`config.mk`:
```
export PLATFORM = sky130hd
export DESIGN_NAME = jk_bank_ctrl
export DESIGN_NICKNAME = d
export VERILOG_FILES = /design/src/rtl/jk_ctrl_pkg.sv /design/src/rtl/jk_cell.sv /design/src/rtl/jk_bank_ctrl.sv
export SDC_FILE = /design/constraint.sdc
export NUM_CORES = 1
export LEC_CHECK = 0
export CAP_MARGIN = 0
export CORE_ASPECT_RATIO = 1.4
export CORE_UTILIZATION = 45
export DETAILED_ROUTE_END_ITERATION = 10
export PLACE_DENSITY = 0.73
export RECOVER_POWER = 25
export SKIP_CTS_REPAIR_TIMING = 1
export SLEW_MARGIN = 0
export SYNTH_ARGS = -nofsm -noshare
export SYNTH_HDL_FRONTEND = slang
export SYNTH_HIERARCHICAL = 1
export SYNTH_SLANG_ARGS = --single-unit
```
`constraint.sdc`:
```
create_clock -name clk -period 2.1 [get_ports clk]
set_input_delay 0.42 -clock clk [delete_from_list [all_inputs] [get_ports clk]]
set_output_delay 0.42 -clock clk [all_outputs]
set_load 0.03 [all_outputs]
```
`src/rtl/jk_ctrl_pkg.sv`:
```
// Shared op codes and FSM state encoding for the JK bank controller.
package jk_ctrl_pkg;

  localparam logic [1:0] OP_CLEAR  = 2'b00;
  localparam logic [1:0] OP_LOAD   = 2'b01;
  localparam logic [1:0] OP_COUNT  = 2'b10;
  localparam logic [1:0] OP_TOGGLE = 2'b11;

  localparam logic [1:0] ST_IDLE = 2'd0;
  localparam logic [1:0] ST_EXEC = 2'd1;
  localparam logic [1:0] ST_DONE = 2'd2;

endpackage

```
`src/rtl/jk_cell.sv`:
```
// Single posedge JK flip-flop, async active-high reset to Q=0 / Qbar=1.
module jk_cell (
  input  logic clk,
  input  logic rst,
  input  logic j,
  input  logic k,
  output logic q,
  output logic qbar
);

  logic q_r;

  always_ff @(posedge clk or posedge rst) begin
    if (rst) begin
      q_r <= 1'b0;
    end else begin
      unique case ({j, k})
        2'b01:   q_r <= 1'b0;
        2'b10:   q_r <= 1'b1;
        2'b11:   q_r <= ~q_r;
        default: q_r <= q_r;
      endcase
    end
  end

  assign q    = q_r;
  assign qbar = ~q_r;

endmodule

```
`src/rtl/jk_bank_ctrl.sv`:
```
// Command sequencer driving per-bit J/K of a WIDTH-cell JK bank.
// Optional abort support is enabled with JK_BANK_CTRL_ABORT_EN.
module jk_bank_ctrl
  import jk_ctrl_pkg::*;
#(
  parameter int WIDTH = 4,
  parameter int CNT_W = 8
) (
  input  logic             clk,
  input  logic             rst,
  input  logic             cmd_valid,
  output logic             cmd_ready,
  input  logic [1:0]       cmd_op,
  input  logic [WIDTH-1:0] cmd_arg,
  input  logic [CNT_W-1:0] cmd_len,
`ifdef JK_BANK_CTRL_ABORT_EN
  input  logic             abort,
  output logic             aborted,
`endif
  output logic [WIDTH-1:0] q,
  output logic [WIDTH-1:0] qbar,
  output logic             busy,
  output logic             done
);

  logic [1:0]       state;
  logic [CNT_W-1:0] remaining;
  logic [1:0]       op_r;
  logic [WIDTH-1:0] arg_r;
  logic [CNT_W-1:0] len_sel;
  logic             stop_now;
  logic             step_en;
  logic [WIDTH-1:0] carry;
  logic [WIDTH-1:0] j;
  logic [WIDTH-1:0] k;
  logic [WIDTH-1:0] q_bus;
  logic [WIDTH-1:0] qbar_bus;

  // CLEAR and LOAD always take exactly one step regardless of cmd_len.
  assign len_sel = (cmd_op == OP_CLEAR || cmd_op == OP_LOAD) ? CNT_W'(1) : cmd_len;

`ifdef JK_BANK_CTRL_ABORT_EN
  assign stop_now = (state == ST_EXEC) && abort;
`else
  assign stop_now = 1'b0;
`endif

  assign step_en = (state == ST_EXEC) && !stop_now;

  always_ff @(posedge clk or posedge rst) begin
    if (rst) begin
      state     <= ST_IDLE;
      remaining <= '0;
    end else begin
      unique case (state)
        ST_IDLE: begin
          if (cmd_valid) begin
            remaining <= len_sel;
            state     <= (len_sel == '0) ? ST_DONE : ST_EXEC;
          end
        end
        ST_EXEC: begin
          if (stop_now) begin
            remaining <= '0;
            state     <= ST_DONE;
          end else begin
            remaining <= remaining - CNT_W'(1);
            if (remaining == CNT_W'(1)) state <= ST_DONE;
          end
        end
        ST_DONE: state <= ST_IDLE;
        default: state <= ST_IDLE;
      endcase
    end
  end

  // Command payload is datapath: latched on accept, no reset needed.
  always_ff @(posedge clk) begin
    if (state == ST_IDLE && cmd_valid) begin
      op_r  <= cmd_op;
      arg_r <= cmd_arg;
    end
  end

`ifdef JK_BANK_CTRL_ABORT_EN
  always_ff @(posedge clk or posedge rst) begin
    if (rst) begin
      aborted <= 1'b0;
    end else if (stop_now) begin
      aborted <= 1'b1;
    end else if (state == ST_DONE) begin
      aborted <= 1'b0;
    end
  end
`endif

  // Ripple "all lower bits set" term for the up-counter.
  always_comb begin
    carry    = '0;
    carry[0] = 1'b1;
    for (int i = 1; i < WIDTH; i++) begin
      carry[i] = carry[i-1] & q_bus[i-1];
    end
  end

  always_comb begin
    j = '0;
    k = '0;
    if (step_en) begin
      unique case (op_r)
        OP_CLEAR: begin
          j = '0;
          k = '1;
        end
        OP_LOAD: begin
          j = arg_r;
          k = ~arg_r;
        end
        OP_COUNT: begin
          j = carry;
          k = carry;
        end
        default: begin
          j = arg_r;
          k = arg_r;
        end
      endcase
    end
  end

  for (genvar g = 0; g < WIDTH; g++) begin : g_cell
    jk_cell u_cell (
      .clk  (clk),
      .rst  (rst),
      .j    (j[g]),
      .k    (k[g]),
      .q    (q_bus[g]),
      .qbar (qbar_bus[g])
    );
  end

  assign q         = q_bus;
  assign qbar      = qbar_bus;
  assign cmd_ready = (state == ST_IDLE) && !rst;
  assign busy      = (state == ST_EXEC) || (state == ST_DONE);
  assign done      = (state == ST_DONE);

endmodule

```
# --- Word level (Yosys, flattened, before mapping) ---
# Cells that the tools add are included.
classes:
  add_sub_neg: 1
  eq_ne: 20
  mux: 15
  bitwise_logic: 7
  n_reduce_logical: 16
ops:
  columns: ["op", "count"]
  rows:
  - ["2-bit equality test (second input constant)", 10]
  - ["8-bit two-way mux", 2]
  - ["8-bit case mux with 2 select lines", 1]
  - ["2-bit by 1-bit equality test with 1-bit output (second input constant)", 7]
  - ["1-bit case mux with 3 select lines", 4]
  - ["4-bit case mux with 3 select lines", 1]
  - ["3-bit nonzero test", 4]
  - ["8-bit by 1-bit equality test with 1-bit output (second input constant)", 1]
  - ["8-bit logical NOT", 1]
  - ["4-bit two-way mux", 2]
  - ["4-bit case mux with 2 select lines", 1]
  - ["8-bit by 1-bit subtractor with 8-bit output (second input constant)", 1]
  - ["2-bit logical NOT", 3]
  - ["2-bit two-way mux", 3]
  - ["1-bit NOT", 4]
  - ["4-bit NOT", 1]
  - ["2-bit case mux with 2 select lines", 1]
  - ["2-bit AND reduction", 2]
  - ["1-bit AND", 2]
  - ["1-bit logical AND", 2]
  - ["1-bit logical OR", 2]
  - ["2-bit by 1-bit != test with 1-bit output (second input constant)", 1]
  - ["2-bit != test (second input constant)", 1]
  - ["2-bit nonzero test", 1]
  - ["1-bit logical NOT", 1]
word_totals:
  ff_bits: 20
  input_bits: 17
  output_inout_bits: 11
  wordCells: 67

# --- Logic depth before layout (Yosys ltp) ---
# Gate-level depths: netlist (run 1).
depth:
  word_depth: 7
  mapped_depth: 8
  depth_no_buf: 6

# --- Hierarchy ---
# The synthesis (run 1) kept the hierarchy.
modules_own_cells:
  columns: ["mod", "instances", "cells_each", "area_each_um2", "seq_area_each_um2"]
  rows:
  - ["jk_bank_ctrl", 1, 117, 1058.5, 430.4]
  - ["jk_cell", 4, 5, 41.3, 25.0]

# --- Worst setup path after synthesis (run 1) ---
# Ideal clock, no wire load.
synth_timing:
  path_kind: "flip-flop to output port"
  start: "register state[0]"
  end: "output cmd_ready"
  arrival_ps: 1172
  required_ps: 1680
  path_slack_ps: 508
  path_stages_with_launch: 4
  path_buffers: 0
  cell_sequence: "dfrtp_1 > inv_1 > ha_1 > nor2b_1"
synth_via:
  elab_chain_cells: 2
synth_lines:
  columns: ["item", "line_no", "text"]
  rows:
  - ["from (decl)", "jk_bank_ctrl.sv:26", "logic [1:0] state;"]
  - ["from (signal assigned)", "jk_bank_ctrl.sv:59", "state <= (len_sel == '0) ? ST_DONE : ST_EXEC;"]
  - ["2-bit logical NOT", "jk_bank_ctrl.sv:144", "assign cmd_ready = (state == ST_IDLE) && !rst;"]
  - ["1-bit logical AND", "jk_bank_ctrl.sv:144", null]
  - ["to (decl)", "jk_bank_ctrl.sv:12", "output logic cmd_ready,"]
# Every way passes these cells.

# --- Final worst setup path (run 1) ---
layout_timing:
  start: "register g_cell[0].u_cell.q_r"
  end: "output qbar[0]"
layout_via:
  elab_chain_cells: 1
layout_lines:
  columns: ["item", "line_no", "text"]
  rows:
  - ["from (decl)", "jk_cell.sv:11", "logic q_r;"]
  - ["from (signal assigned)", "jk_cell.sv:20", "2'b11: q_r <= ~q_r;"]
  - ["from (signal assigned)", "jk_cell.sv:21", "default: q_r <= q_r;"]
  - ["1-bit NOT", "jk_cell.sv:27", "assign qbar = ~q_r;"]
  - ["to (decl)", "jk_bank_ctrl.sv:21", "output logic [WIDTH-1:0] qbar,"]
# Every way passes these cells.

==> flow_summary.toml, run 1 <==
[setup_path]
cp_max_fo = 8
rr_endpoint = "state[0]"
cp_data_required_time_ps = 1680
ff2ff_path_depth = 5
criticalPathCategory = "flop to output port"
end_kind = "output port"
r2r_slack_ps = 340
cp-start-kind = "flop"
reg2reg_from = "state[1]"
worst_ep_arrival_time_ps = 1510

[timing]
slew_headroom_pct = 67.5
finalMaxSlewViolations = 0
setup_slack_ps = 173
setup_violations = 0
setup-tns-final_ps = 0
rsz0062_at_grt = "false"
fmax_mhz = 519
tightest_slew_ps = 487
finalCriticalPeriod_ps = 1930
hold_violations = 0
clock_skew_ps = 14.6
holdWs_ps = 499
post-route-period-util_pct = 91.8

[synth]
syn_inst = 137
ys_async_sr_fraction_pct = 70.0
syn_area_um2 = 1220
yosysMostFrequentCell = "a21oi_1"
synth_seq_cells = 20
yosys_most_used_dff = "dfrtp_1"
syn_nets = 159
synth.area.top_cells = "dfrtp_1 29%, edfxtp_1 15%, a21oi_1 7.4%"
yosysTopAreaCell = "dfrtp_1"
synth_common_cells = "18 x a21oi_1, 16 x inv_1, 14 x dfrtp_1"
yosysWarnings = 6
netlist.area_leader.share_pct = 28.6
yosysSeqAreaShare_pct = 43.4
syn_area_per_cell_um2 = 8.93
yosysUniqueCellTypes = 37
synth_edf_count = 6

[placement]
hpwl_mm = 2.02
gp_congestion = 0.818
portBuffers = 27
place_ws_ps = 325
dpl_cell_area_um2 = 1540
dpl.cell_count = 199

[cts]
cts_tree = "built"
clock_sinks = 20
clk_path_buf_depth = 2
clkLatencyLatePin_ps = 310
ctsHtreeMaxLevel = 1
clkSlewWorstSetupHoldPaths_ps = 110
root_buffer = "clkbuf_4"
cts_made_buffers = 3

[layout]
antenna_cells = 0
nets = 190
drive_gt1_share_pct = 8.38
postLayoutCellArea_um2 = 1590
area_growth_pct = 29.9
stdcell_count = 203

[route]
dr_total_vias = 1074
postRouteAntennaNets = 0
drc_errors = 0
routed_wl_mm = 2.66
vias_per_cell = 5.29
post_drt_wl_per_cell_um = 13.1
first_pass_iters = 4
drtIter0Drc = 27

[power_and_ir_drop]
intPower_mw = 1.29
p_comb_share_pct = 53.5
switchingPower_mw = 1.03
power.density_nw_per_um2 = 1460
cellLeakagePower_nw = 0.702
ir_drop_mv = 0.968
sequentialPowerShare_pct = 32.7
p_sw_share_pct = 44.5
clkPwrFrac_pct = 13.9

[die]
rows = 22
die-area_um2 = 2930
dieWidth_um = 46.1
core_area_um2 = 2590
start_util_pct = 47.3
ioPinCount = 28
die_h_um = 63.7

[hold_path]
hold_depth = 1
min_from = "g_cell[3].u_cell/q"
hold_class = "flop to flop"
hold_end = "g_cell[3].u_cell/q"

[global_routing]
grt_pass1_vias = 1043
grt_pass1_wl_mm = 4.60
grt_start_max_net_pins = 18
antenna_found_initial = 0
grt_usage_pct = 21.3
grt_overflow = 0

[outcome]
status = "complete, no violations"

[job]
maxCapViolCount = 0
## layer usage
layer,wire [um],GRT usage (%)
met5,0,0
met1,1190,30.1
met3,92,1.72
met4,24,9.19
met2,1350,32.2
## state kept, by name (all words and copies together) (netlist names)
signal and count:
g_cell.u_cell/q 4, state 2, arg_r 4, op_r 2, remaining 8
## power by group through the flow
stage	Clock (mW)	Sequential (mW)	Combinational, mW
3_3_place_gp	0	0.752	1.22
4_1_cts	0.328	0.757	1.26
5_1_grt	0.348	0.785	1.37
2_1_floorplan	0	0.798	0.817
3_5_place_dp	0	0.766	1.25
6_report	0.322	0.759	1.24
## stage by stage
stage | total power, mW | util [%]
3_5_place_dp | 2.02 | 59.3
3_3_place_gp | 1.97 | 59.3
4_1_cts | 2.34 | 61.4
5_1_grt | 2.50 | 61.4
6_report | 2.32 | 61.4
2_1_floorplan | 1.62 | -
## critical path, cell delays in order, from the launching register on
cell	delay, ps
dfrtp_1	470
inv_1	80
clkdlybuf4s50_1	660
## final cells by class
class / instances / area, um^2
Clock buffer: 3 / 22.5
Clock inverter: 1 / 30.0
Fill cell: 260 / 998
Inverter: 16 / 60.1
Multi-Input combinational cell: 97 / 609
Sequential cell: 20 / 531
Tap cell: 36 / 45.0
Timing Repair Buffer: 30 / 292
## cell usage in the layout, fill, tap and decap left out, types with 2 or more instances in the layout
master,count
buf_4,3
nand2_1,10
xor2_1,2
ha_1,5
nand2b_1,2
edfxtp_1,6
clkdlybuf4s50_1,18
a21oi_1,18
dlygate4sd3_1,6
nor2b_1,2
dfrtp_1,14
dlymetal6s2s_1,2
a31oi_1,5
mux2i_1,2
clkbuf_4,3
inv_1,16
nand3_1,4
nor2_1,10
and3_1,3
o21ai_0,12
nor3_1,4
## kinds of logic after synthesis
logic type | after synthesis | synth area share [%]
AOI/OAI and AO/OA | 45 | 21.7
DFF | 20 | 43.4
and+or+nand+nor | 42 | 18.7
buffers and inverters | 20 | 6.85
muxes | 3 | 2.86
adders and majority gates | 5 | 5.11
xor gates and xnor gates | 2 | 1.43
## worst max path at each step
stage | depth (start not counted) | from | end | slack, ps
global route | 2 | g_cell[0].u_cell/q | qbar[0] | 80
finish | 2 | g_cell[0].u_cell/q | qbar[0] | 170
floorplan | 3 | state[0] | cmd_ready | 510
detailed placement | 3 | state[1] | busy | 330
global placement | 3 | state[1] | busy | 350
CTS | 3 | state[1] | busy | -30
Power figures use the tool's default switching activity.
==> run 2, diff against run 1 <==
--- a/config.mk
+++ b/config.mk
@@ -5,6 +5,7 @@
 export SDC_FILE = /design/constraint.sdc
 export NUM_CORES = 1
 export LEC_CHECK = 0
+export ABC_CLOCK_PERIOD_IN_PS = 2100
 export CAP_MARGIN = 0
 export CORE_ASPECT_RATIO = 1.4
 export CORE_UTILIZATION = 45
==> results of run 2 <==
No change in the layout: final DEF, timing and power equal those of run 1.
==> run 3, diff against run 2 <==
--- a/config.mk
+++ b/config.mk
@@ -5,12 +5,13 @@
 export SDC_FILE = /design/constraint.sdc
 export NUM_CORES = 1
 export LEC_CHECK = 0
+export ABC_AREA = 1
 export ABC_CLOCK_PERIOD_IN_PS = 2100
 export CAP_MARGIN = 0
 export CORE_ASPECT_RATIO = 1.4
 export CORE_UTILIZATION = 45
 export DETAILED_ROUTE_END_ITERATION = 10
-export PLACE_DENSITY = 0.73
+export PLACE_DENSITY = 0.72
 export RECOVER_POWER = 25
 export SKIP_CTS_REPAIR_TIMING = 1
 export SLEW_MARGIN = 0
==> flow_summary.toml, run 3 <==
[outcome]
status = "complete, no violations"

[layout]
final_common_cell = "nand2_1"
final_cell_mix = "61 x nand2_1, 29 x inv_1, 20 x nor2_1"
nets = 247
drive_gt1_share_pct = 9.82
antenna_cells = 0
stdcell_count = 261
multi_input_area_um2 = 658
largest_register = "remaining"
area_growth_pct = 24.5
fill_cells = 308
seqCellArea_um2 = 531
largest_reg_flops = 8

[timing]
rsz0062_at_grt = "false"
slew_headroom_pct = 72.0
fmax_mhz = 508
tightest_slew_ps = 420
clock_skew_ps = 2.18
finalCriticalPeriod_ps = 1970
post-route-period-util_pct = 93.7
finalMaxSlewViolations = 0
setup_violations = 0
hold_violations = 0
setup-tns-final_ps = 0

[placement]
hpwl_mm = 2.29
portBuffers = 27
gp_congestion = 0.817
dpl.cell_count = 257

[die]
rows = 23
die-area_um2 = 3250
start_util_pct = 47.3
ioPinCount = 28
die_h_um = 67.1
core_area_um2 = 2880
dieWidth_um = 48.5

[setup_path]
end_kind = "output port"
ff2ff_path_depth = 9
cp-start-kind = "flop"
cp_data_required_time_ps = 1680
criticalPathCategory = "flop to output port"
worst_ep_arrival_time_ps = 1550
cp_max_fo = 3

[power_and_ir_drop]
cellLeakagePower_nw = 0.849
ir_drop_mv = 0.712
power.density_nw_per_um2 = 1350

[hold_path]
hold_depth = 2
hold_class = "flop to flop"

[synth]
netlist.area_leader.share_pct = 25.7
synth.area.top_cells = "dfrtp_1 26%, nand2_1 17%, edfxtp_1 13%"
synth_seq_cells = 20
yosysTopAreaCell = "dfrtp_1"
syn_nets = 219
syn_inst = 197
synth_edf_count = 6
yosysWarnings = 6
yosys_most_used_dff = "dfrtp_1"
yosysSeqAreaShare_pct = 39.0
yosysMostFrequentCell = "nand2_1"
synth_common_cells = "61 x nand2_1, 29 x inv_1, 20 x nor2_1"
ys_async_sr_fraction_pct = 70.0
yosysUniqueCellTypes = 26
syn_area_um2 = 1360
syn_area_per_cell_um2 = 6.91

[route]
routed_wl_mm = 2.91
first_pass_iters = 4
drc_errors = 0
postRouteAntennaNets = 0
post_drt_wl_per_cell_um = 11.1
dr_total_vias = 1272
drtIter0Drc = 20
vias_per_cell = 4.87

[global_routing]
antenna_found_initial = 0
grt_start_max_net_pins = 17
grt_overflow = 0
grt_usage_pct = 20.4
grt_pass1_wl_mm = 5.05
grt_pass1_vias = 1263

[cts]
clkSlewWorstSetupHoldPaths_ps = 70
clk_path_buf_depth = 2
ctsHtreeMaxLevel = 1
cts_made_buffers = 3
clkLatencyLatePin_ps = 250
root_buffer = "clkbuf_8"
clock_sinks = 20
cts_tree = "built"

[job]
maxCapViolCount = 0
-- run 3: cell count changes in the layout (fill, tap and decap cells not counted), sizes merged, moves of 3 or more --
cell	delta
a21oi	-10
a31oi	-3
and3	-3
inv	+19
nand2	+60
nand3	+4
nor2	+10
nor3	-3
-- run 3: final timing paths --
kind	end	from	slack, ps
setup / recovery	done	state[0]	130
hold reg to reg	state[1]	state[1]	510
hold / removal	state[1]	state[1]	510
max in group asynchronous	remaining[1]	rst	980
min in group asynchronous	g_cell[0].u_cell/q	rst	660
setup reg to reg	remaining[6]	state[1]	490
-- run 3: worst max-delay path, cell delays in order, from the launching register on --
cell,delay [ps]
dfrtp_1,410
inv_1,90
ha_1,140
clkdlybuf4s50_1,660
-- run 3: per-layer routing --
| layer | up-vias | global-route usage [%] | wire (um) |
|---|---|---|---|
| li1 | 666 | - | - |
| met1 | 571 | 21.6 | 1270 |
| met2 | 29 | 40.1 | 1510 |
| met3 | 6 | 1.83 | 77 |
| met4 | 0 | 10.3 | 55 |
| met5 | - | 0 | 0 |
-- run 3: area by class of cell --
class                   instances  share of cell area (%)
repair buffers                 29                    16.6
clock inverters                 1                   0.221
well taps                      37                    2.73
multi-input cells             136                    38.8
inverters                      35                    7.90
flip-flops and latches         20                    31.3
clock buffers                   3                    2.44
-- run 3: metrics by stage --
stage	cell area [um^2]	setup WS [ps]	power [mW]	hold WS, ps	utilization (%)
after global placement	1650	343	2.04	491	57.4
after floorplan	1360	499	1.69	149	-
after global routing	1700	52.1	2.50	539	58.9
final	1700	133	2.29	510	58.9
after CTS	1700	40.4	2.31	507	59.0
after detailed placement	1650	324	2.06	503	57.4
-- run 3: power breakdown --
part | switching [mW] | total [mW] | internal, mW | leakage [nW]
clock network | 0.119 | 0.249 | 0.130 | 0.0231
logic | 0.845 | 1.34 | 0.494 | 0.595
registers | 0.142 | 0.699 | 0.557 | 0.231
-- run 3: logic make-up (layout without fill, tap and decap cells) --
group / Yosys count / after routing / share of synthesized area [%]
xor gates and xnor gates: 1 / 1 / 0.643
adders and majority gates: 5 / 5 / 4.60
and+or+nand+nor: 102 / 102 / 31.2
AOI/OAI and AO/OA: 28 / 28 / 11.9
buffers and inverters: 41 / 68 / 12.7
DFF: 20 / 20 / 39.0
